==> src/rtl/des_pkg.sv <==
// Shared DES key-schedule types, permutation tables and the rotation helpers.
package des_pkg;

    typedef logic [55:0] cd_t;
    typedef logic [47:0] subkey_t;
    typedef logic [3:0]  round_t;
    typedef logic [1:0]  shamt_t;

    typedef enum logic {
        IDLE = 1'b0,
        RUN  = 1'b1
    } ks_state_t;

    // Entry i is the 1-based key bit (bit 1 = MSB) that lands in C||D bit i+1.
    localparam int PC1_TBL [56] = '{
        57, 49, 41, 33, 25, 17,  9,  1, 58, 50, 42, 34, 26, 18,
        10,  2, 59, 51, 43, 35, 27, 19, 11,  3, 60, 52, 44, 36,
        63, 55, 47, 39, 31, 23, 15,  7, 62, 54, 46, 38, 30, 22,
        14,  6, 61, 53, 45, 37, 29, 21, 13,  5, 28, 20, 12,  4
    };

    // Left-shift count for rounds 1..16 (entry 0 is round 1); the total is 28.
    localparam shamt_t SH_TBL [16] = '{
        2'd1, 2'd1, 2'd2, 2'd2, 2'd2, 2'd2, 2'd2, 2'd2,
        2'd1, 2'd2, 2'd2, 2'd2, 2'd2, 2'd2, 2'd2, 2'd1
    };

    // Parity bits (8, 16, ..., 64) never appear in the table, so they drop out here.
    function automatic cd_t pc1(input logic [63:0] key);
        cd_t r;
        r = '0;
        for (int i = 0; i < 56; i++) begin
            r[6'(55 - i)] = key[6'(64 - PC1_TBL[i])];
        end
        return r;
    endfunction

    function automatic logic [27:0] rotl28(input logic [27:0] h, input shamt_t n);
        return (n == 2'd2) ? {h[25:0], h[27:26]} : {h[26:0], h[27]};
    endfunction

    function automatic logic [27:0] rotr28(input logic [27:0] h, input shamt_t n);
        return (n == 2'd2) ? {h[1:0], h[27:2]} : {h[0], h[27:1]};
    endfunction

    // C and D rotate independently; they never exchange bits.
    function automatic cd_t rotl_cd(input cd_t cd, input shamt_t n);
        return {rotl28(cd[55:28], n), rotl28(cd[27:0], n)};
    endfunction

    function automatic cd_t rotr_cd(input cd_t cd, input shamt_t n);
        return {rotr28(cd[55:28], n), rotr28(cd[27:0], n)};
    endfunction

    // Shift applied when leaving step cnt: encrypt moves to round cnt+2,
    // decrypt undoes the shift that produced round 16-cnt.
    function automatic shamt_t next_shift(input logic mode, input round_t cnt);
        return mode ? SH_TBL[4'd15 - cnt] : SH_TBL[cnt + 4'd1];
    endfunction

endpackage

==> src/rtl/pc2.sv <==
// DES permuted choice 2: selects 48 of the 56 C||D bits to form a round subkey.
module pc2 import des_pkg::*; (
    input  cd_t     key_in,
    output subkey_t key_out
);

    // Entry i is the 1-based C||D bit (bit 1 = MSB) that lands in subkey bit i+1.
    localparam int PC2_TBL [48] = '{
        14, 17, 11, 24,  1,  5,  3, 28, 15,  6, 21, 10,
        23, 19, 12,  4, 26,  8, 16,  7, 27, 20, 13,  2,
        41, 52, 31, 37, 47, 55, 30, 40, 51, 45, 33, 48,
        44, 49, 39, 56, 34, 53, 46, 42, 50, 36, 29, 32
    };

    // Pure bit selection, no logic gates.
    always_comb begin
        key_out = '0;
        for (int i = 0; i < 48; i++) begin
            key_out[6'(47 - i)] = key_in[6'(56 - PC2_TBL[i])];
        end
    end

endmodule

==> src/rtl/key_schedule_seq.sv <==
// Sequential DES key schedule: loads a key, then hands out one round subkey
// per valid/ready transfer, K1..K16 for encrypt or K16..K1 for decrypt.
//
//  state | meaning
//  IDLE  | no schedule in progress, ready=1, waiting for start
//  RUN   | presenting the subkey for step cnt (0..15), advancing on each transfer
module key_schedule_seq import des_pkg::*; #(
    parameter bit ALLOW_RESTART = 1'b0
) (
    input  logic        clk,
    input  logic        rst,
    input  logic        start,
    input  logic        decrypt,
    input  logic [63:0] key_in,
    output logic        ready,
    output logic        subkey_valid,
    input  logic        subkey_ready,
    output subkey_t     subkey,
    output round_t      round_idx,
    output logic        last,
    output cd_t         cd_out
);

    ks_state_t state, state_nxt;
    cd_t       cd_reg, cd_nxt;
    round_t    cnt, cnt_nxt;
    logic      mode, mode_nxt;
    logic      accept;
    logic      transfer;
    cd_t       cd_loaded;

    // State and schedule registers, synchronous reset.
    always_ff @(posedge clk) begin
        if (rst) begin
            state  <= IDLE;
            cd_reg <= '0;
            cnt    <= '0;
            mode   <= 1'b0;
        end else begin
            state  <= state_nxt;
            cd_reg <= cd_nxt;
            cnt    <= cnt_nxt;
            mode   <= mode_nxt;
        end
    end

    // Next-state and outputs; a restart takes priority over a pending transfer.
    always_comb begin
        state_nxt    = state;
        cd_nxt       = cd_reg;
        cnt_nxt      = cnt;
        mode_nxt     = mode;
        ready        = (state == IDLE);
        subkey_valid = (state == RUN);
        transfer     = subkey_valid && subkey_ready;
        last         = subkey_valid && (cnt == 4'd15);
        round_idx    = mode ? (4'd15 - cnt) : cnt;
        cd_out       = cd_reg;
        accept       = start && ((state == IDLE) || ALLOW_RESTART);
        // C16D16 equals C0D0, so decrypt starts directly from the PC-1 result.
        cd_loaded    = decrypt ? pc1(key_in) : rotl_cd(pc1(key_in), SH_TBL[0]);

        if (accept) begin
            state_nxt = RUN;
            cd_nxt    = cd_loaded;
            cnt_nxt   = '0;
            mode_nxt  = decrypt;
        end else if (transfer) begin
            if (cnt == 4'd15) begin
                state_nxt = IDLE;
            end else begin
                cnt_nxt = cnt + 4'd1;
                cd_nxt  = mode ? rotr_cd(cd_reg, next_shift(mode, cnt))
                               : rotl_cd(cd_reg, next_shift(mode, cnt));
            end
        end
    end

    pc2 u_pc2 (
        .key_in  (cd_reg),
        .key_out (subkey)
    );

endmodule

==> config.mk <==
export PLATFORM = sky130hd
export DESIGN_NAME = key_schedule_seq
export DESIGN_NICKNAME = d
export VERILOG_FILES = /design/src/rtl/des_pkg.sv /design/src/rtl/pc2.sv /design/src/rtl/key_schedule_seq.sv
export SDC_FILE = /design/constraint.sdc
export NUM_CORES = 1
export LEC_CHECK = 0
export ABC_AREA = 1
export CORE_MARGIN = 2
export CORE_UTILIZATION = 41
export CTS_BUF_LIST = sky130_fd_sc_hd__clkbuf_16
export DETAILED_ROUTE_END_ITERATION = 10
export PLACE_DENSITY = 0.84
export REMOVE_ABC_BUFFERS = 1
export SETUP_SLACK_MARGIN = 0.3
export SLEW_MARGIN = 20
export SYNTH_ARGS = -nofsm -noshare
export SYNTH_HDL_FRONTEND = slang
export SYNTH_SLANG_ARGS = --single-unit
export TNS_END_PERCENT = 1
==> constraint.sdc <==
create_clock -name clk -period 1.9 [get_ports clk]
set_input_delay 0.38 -clock clk [delete_from_list [all_inputs] [get_ports clk]]
set_output_delay 0.38 -clock clk [all_outputs]
set_load 0.005 [all_outputs]
==> results.py, run 1 <==
metrics = {
    "pwr": {
        "powerDensity_nw_per_um2": 690.0,
        "pwr-share-seq": 0.313,
        "power.leakage_nw": 3.124,
        "power_switching_mw": 1.616,
        "comb_power_share": 0.341,
        "power.internal_mw": 3.111,
        "vdd_drop_max_uv": 467.9,
        "pwr-share-clk": 0.347,
        "sw_frac_of_total": 0.3418,
    },
    "logic_synthesis": {
        "synth_edf_count": 0,
        "ys_top_cells_by_count": "230 x nand2_1, 156 x nand3_1, 76 x inv_1",
        "yosys-top-cells-area": "dfxtp_1 27%, nand2_1 18%, nand3_1 17%",
        "syn_area_um2": 4669,
        "ys_warn_count": 0,
        "yosys_register_bits": 62,
        "avgSynthCellArea_um2": 6.056,
        "synth_top_area_share": 0.2658,
        "synth_ff_type": "dfxtp_1",
        "synth.most_common_cell": "nand2_1",
        "synth.distinct_cells": 30,
        "netlist_instances": 771,
        "synth_seq_area_share": 0.2658,
        "synth-async-reset-ratio": 0,
        "yosysTopAreaCell": "dfxtp_1",
    },
    "timing": {
        "rsz0062_at_grt": "true",
        "slew_headroom": 0.6061,
        "setup_violations": 56,
        "fin_crit_ns": 2.050,
        "post-route-period-util": 1.079,
        "fmax_ghz": 0.4879,
        "skew_ns": 0.006909,
        "setup_tns_ns": -4.782,
        "finalWorstSetupSlack_ns": -0.1496,
        "worst_pin_slew_ns": 0.5902,
        "hold_violations": 0,
        "slew_viol_final": 0,
    },
    "final_layout": {
        "drive_above_1_share": 0.1991,
        "design_area_um2": 6850,
        "n_fill_cell": 883,
        "antenna_cells": 0,
        "seq_area_um2": 1264,
        "area_growth_pct": 46.70,
        "multi_input_area_um2": 2960,
        "nNetsFinal": 944,
    },
    "critical_path": {
        "cp.required_ns": 2.17,
        "path_class": "register to register",
        "rr_endpoint": "cd_out[40]",
        "critPathMaxFanout": 10,
        "max_stage_delay_ns": 0.32,
        "end_kind": "register",
        "cp_cell_sequence": "buf_6 -> buf_6 -> ha_4 -> inv_2 -> nand3_2 -> nand3_2 -> nand2_2 -> nand2_4 -> buf_6 -> buf_12 -> buf_16 -> nand3_1 -> nand3_1 -> nand3_1 -> a21oi_1",
        "crit_slowest_cell": "dfxtp_2",
        "cp.arrival_ns": 2.32,
        "r2r_start": "cnt[0]",
        "rr_worst_depth": 15,
        "ff2ff_setup_slack_ns": -0.15,
        "worstSetupStartpointType": "register",
    },
    "global_route": {
        "overflow": 0,
        "grt_pass1_vias": 4888,
        "grt_max_degree": 52,
        "antenna_found_initial": 0,
        "grt_first_pass_wirelength_um": 23210,
        "grt_usage": 0.2260,
    },
    "hold_path": {
        "hp-class": "register to register",
        "holdPathStages": 2,
        "whs_endpoint": "cd_out[47]",
        "worstHoldStart": "cd_out[47]",
    },
    "status": {
        "violations": "negative setup slack",
        "status": "complete, but fails checks",
    },
    "clock_network": {
        "cts_max_level": 3,
        "path_clk_slew_ns": 0.06,
        "cts_made_buffers": 9,
        "cts.sinks": 62,
        "worstSkewPairLatency_ns": 0.34,
        "cts_buffer_depth": 2,
        "cts_hold_buf": 0,
        "clock-root-buffer": "clkbuf_16",
        "cts_tree": "done",
    },
    "run": {
        "cap_violations": 0,
    },
    "floorplan": {
        "die_h_um": 110.7,
        "core_um2": 10980,
        "rows": 38,
        "ios": 180,
        "initial_utilization": 0.4252,
        "dieArea_um2": 12260,
        "dieWidth_um": 110.7,
    },
    "routing": {
        "first_pass_iters": 6,
        "avgRoutedWirePerCell_um": 16.13,
        "viasPerCell": 5.619,
        "ant_nets": 0,
        "vias": 5698,
        "drt_iter0_drc": 544,
        "route.detailed.drc": 0,
        "routed_wl_um": 16360,
    },
    "place": {
        "place.detailed.hpwl_um": 9140,
        "place_area_um2": 5784,
        "io_buffers": 109,
        "place.gp.congestion": 0.9021,
    },
}
layout make-up:
cell class / instances / share of cell area
repair buffers: 162 / 0.2700
flip-flops and latches: 62 / 0.1845
multi-input cells: 553 / 0.4321
clock inverters: 7 / 0.009498
clock buffers: 9 / 0.03288
well taps: 140 / 0.02557
inverters: 81 / 0.04548
worst max path at each step:
| stage | startpoint | end | cells past startpoint |
|---|---|---|---|
| after floorplan | mode | cd_out[29] | 11 |
| after global placement | cnt[0] | cd_out[45] | 13 |
| after detailed placement | cnt[0] | cd_out[53] | 13 |
| after CTS | cnt[0] | cd_out[10] | 17 |
| after global routing | cnt[0] | cd_out[45] | 15 |
| final | cnt[0] | cd_out[40] | 15 |
cells by family (layout without fill, tap and decap cells):
| logic type | after synthesis | count (layout) | share of synthesized area |
|---|---|---|---|
| fa+ha+maj | 6 | 6 | 0.01608 |
| buf+inv | 178 | 259 | 0.1986 |
| compound gates | 111 | 111 | 0.1273 |
| simple gates | 409 | 410 | 0.3840 |
| xor+xnor | 4 | 4 | 0.007502 |
| other cells | 1 | 22 | 0.0008031 |
| flops | 62 | 62 | 0.2658 |
per-layer routing:
metal	share of wire	vias to the layer above	wire length, µm	global-route usage
met2	0.47	408	7628	0.3738
met3	0.10	72	1668	0.04155
li1	-	2641	-	-
met4	0.046	0	757	0.09833
met5	0	-	0	0
met1	0.39	2577	6306	0.2876
critical path: cells and delay by family, from the launching register on:
kind	cells	cell delay, ns
buffers and inverters	6	0.70
and+or+nand+nor	7	0.66
DFF	1	0.32
adders and majority gates	1	0.16
AOI/OAI and AO/OA	1	0.12
state kept, by name, summed over array words and instances (netlist names):
| register | flops |
|---|---|
| cd_out | 56 |
| cnt | 4 |
| mode | 1 |
| subkey_valid | 1 |
metrics by stage:
step	worst slack, ns	instances	hold WS [ns]	util	total power [mW]
after floorplan	-1.709	695	0.4491	-	2.115
after global placement	-0.01204	978	0.4724	0.5267	2.716
after detailed placement	-0.04619	978	0.4832	0.5267	2.729
after CTS	-0.1056	1003	0.4923	0.5784	4.453
after global routing	-0.2633	1014	0.5149	0.6237	4.892
final	-0.1496	1014	0.4953	0.6237	4.727
power by group through the flow:
stage	Clock (mW)	Sequential, mW	Combinational (mW)
floorplan	0	1.49	0.621
detailed placement	0	1.49	1.24
global route	1.67	1.49	1.74
CTS	1.64	1.47	1.35
finish	1.64	1.48	1.61
global placement	0	1.49	1.22
placed cells by master, fill, tap and decap left out, types with 16 or more instances in the layout:
| cell | Yosys | routed |
|---|---|---|
| buf_12 | 0 | 16 |
| conb_1 | 1 | 22 |
| nand2_1 | 230 | 219 |
| o21ai_0 | 22 | 18 |
| nand3_1 | 156 | 113 |
| clkdlybuf4s50_1 | 0 | 95 |
| dfxtp_1 | 62 | 52 |
| o21ai_1 | 12 | 16 |
| a21oi_1 | 62 | 48 |
| nand3_2 | 1 | 41 |
| buf_4 | 57 | 19 |
| inv_1 | 76 | 73 |
repair_timing:
action / in CTS / in global routing
pin swaps: 23 / 32
cloned: 3 / 6
setup endpoints to repair: 143 / 139
setup buffers: 6 / 5
gates resized for setup: 59 / 87
Note: power is estimated with default switching activity, not from simulation.
==> inputs of run 2 (changes only) <==
Settings changed: GPL_TIMING_DRIVEN set to 0.
==> run 2 against run 1 <==
Compared with the run above: sequential share of layout area increased by 1.2 points; clock skew increased by 0.00051 ns; the run ends with design-rule violations, negative setup slack left; first-iteration DRC count increased by 30%; clock power about the same; utilization decreased by 1.7 points; critical path type unchanged; die area unchanged; global-route usage increased by 4.5 points; highest routed layer unchanged; fmax decreased by 3.9%; setup slack got worse by 0.083 ns.
==> results.py, run 2 (synthesized netlist as in run 1, its figures left out) <==
metrics = {
    "status": {
        "status": "complete, but fails checks",
        "violations": "design-rule violations, negative setup slack",
    },
    "global_route": {
        "antenna_found_initial": 0,
        "use_met3": 0.06561,
        "grt_most_used_layer": "met2",
        "grt.met1_usage": 0.3426,
        "use_met2": 0.4319,
        "grt_pass1_vias": 5532,
        "overflow": 0,
        "grt_usage": 0.2706,
        "grt_first_pass_wirelength_um": 27280,
        "grt_max_degree": 43,
    },
    "final_layout": {
        "area_growth_pct": 42.71,
        "fin_util": 0.6067,
        "design_area_um2": 6664,
        "most-common-layout-cells": "210 x nand2_1, 147 x nand3_1, 77 x clkdlybuf4s50_1, 70 x inv_1, 56 x a21oi_1",
        "antenna_cells": 0,
        "drive_above_1_share": 0.1765,
        "largest_reg_flops": 56,
        "final_common_cell": "nand2_1",
        "nNetsFinal": 937,
    },
    "clock_network": {
        "cts_max_level": 3,
        "cts_tree": "done",
        "worstSkewPairLatency_ns": 0.33,
        "cts_made_buffers": 9,
        "cts_hold_buf": 0,
        "clock-root-buffer": "clkbuf_16",
        "cts.sinks": 62,
        "cts_buffer_depth": 2,
        "path_clk_slew_ns": 0.06,
    },
    "floorplan": {
        "core_um2": 10980,
        "initial_utilization": 0.4252,
        "ios": 180,
        "rows": 38,
        "dieWidth_um": 110.7,
        "dieArea_um2": 12260,
        "die_h_um": 110.7,
    },
    "timing": {
        "setup_violations": 56,
        "rsz0062_at_grt": "true",
        "fin_crit_ns": 2.132,
        "skew_ns": 0.007419,
        "finalWorstSetupSlack_ns": -0.2321,
        "fmax_ghz": 0.4690,
        "post-route-period-util": 1.122,
        "worst_pin_slew_ns": 0.9616,
        "holdWs_ns": 0.4789,
        "hold_violations": 0,
        "slew_headroom": 0.3582,
        "slew_viol_final": 0,
    },
    "critical_path": {
        "cp.arrival_ns": 2.31,
        "path_class": "register to register",
        "critPathMaxFanout": 13,
        "cp.required_ns": 2.07,
        "worstSetupStartpointType": "register",
        "end_kind": "register",
    },
    "pwr": {
        "p_total_mw": 4.700,
        "power.leakage_nw": 3.260,
        "powerDensity_nw_per_um2": 705.3,
        "vdd_drop_max_uv": 516.3,
    },
    "routing": {
        "route.detailed.drc": 1,
        "first_pass_iters": 10,
        "viasPerCell": 5.785,
        "avgRoutedWirePerCell_um": 17.52,
        "vias": 5825,
        "routed_wl_um": 17640,
        "drt_iter0_drc": 709,
        "ant_nets": 0,
    },
    "hold_path": {
        "hp-class": "register to register",
    },
    "run": {
        "cap_violations": 0,
    },
    "place": {
        "place_area_um2": 5420,
        "io_buffers": 109,
        "place.gp.congestion": 0.8453,
        "place_ws_ns": -1.975,
        "place.detailed.hpwl_um": 8208,
    },
}
## run 2: report_power, final
part | internal [mW] | switching, mW
logic | 0.641 | 0.972
registers | 1.37 | 0.108
clock network | 0.993 | 0.617
total | 3.00 | 1.70
## run 2: through the flow
step	TNS, ns	cells
global placement	-188.30	944
CTS	-0.2633	999
finish	-5.024	1007
global route	-10.56	1007
detailed placement	-100.16	945
floorplan	-92.65	695
## run 2: metal layers
layer  vias to the layer above  part of all wire
li1                       2645                 -
met1                      2605              0.36
met2                       481              0.45
met3                        94              0.14
met4                         0             0.048
met5                         -                 0
## run 2: cell type report
| type | count | area [µm²] |
|---|---|---|
| Clock buffer | 9 | 225.2 |
| Clock inverter | 7 | 55.05 |
| Fill cell | 934 | 4319 |
| Inverter | 81 | 337.8 |
| Multi-Input combinational cell | 569 | 3087 |
| Sequential cell | 62 | 1308 |
| Tap cell | 140 | 175.2 |
| Timing Repair Buffer | 139 | 1476 |
## run 2: worst max-delay path: stages, from the launching register on
cell      delay [ns]
dfxtp_4         0.37
ha_4            0.17
inv_2           0.07
nand2_2         0.08
nand3_1         0.10
nand2_2         0.07
clkinv_4        0.08
buf_12          0.12
nand3_2         0.30
a21oi_1         0.32
nand2_1         0.11
nand3_1         0.11
a21oi_1         0.07
## run 2: timing repair
item	CTS	global route
resized for setup	102	65
pin swaps	27	19
endpoints found under the setup margin	141	128
endpoints found under the hold margin	0	0
setup buffers	23	6
gates cloned	15	2
## run 2: final timing paths
kind | startpoint | end | slack (ns) | depth (start not counted)
max | cnt[0] | cd_out[33] | -0.23 | 12
min | cd_out[46] | cd_out[46] | 0.48 | 2
max reg2reg | cnt[0] | cd_out[33] | -0.23 | 12
min reg2reg | cd_out[46] | cd_out[46] | 0.48 | 2
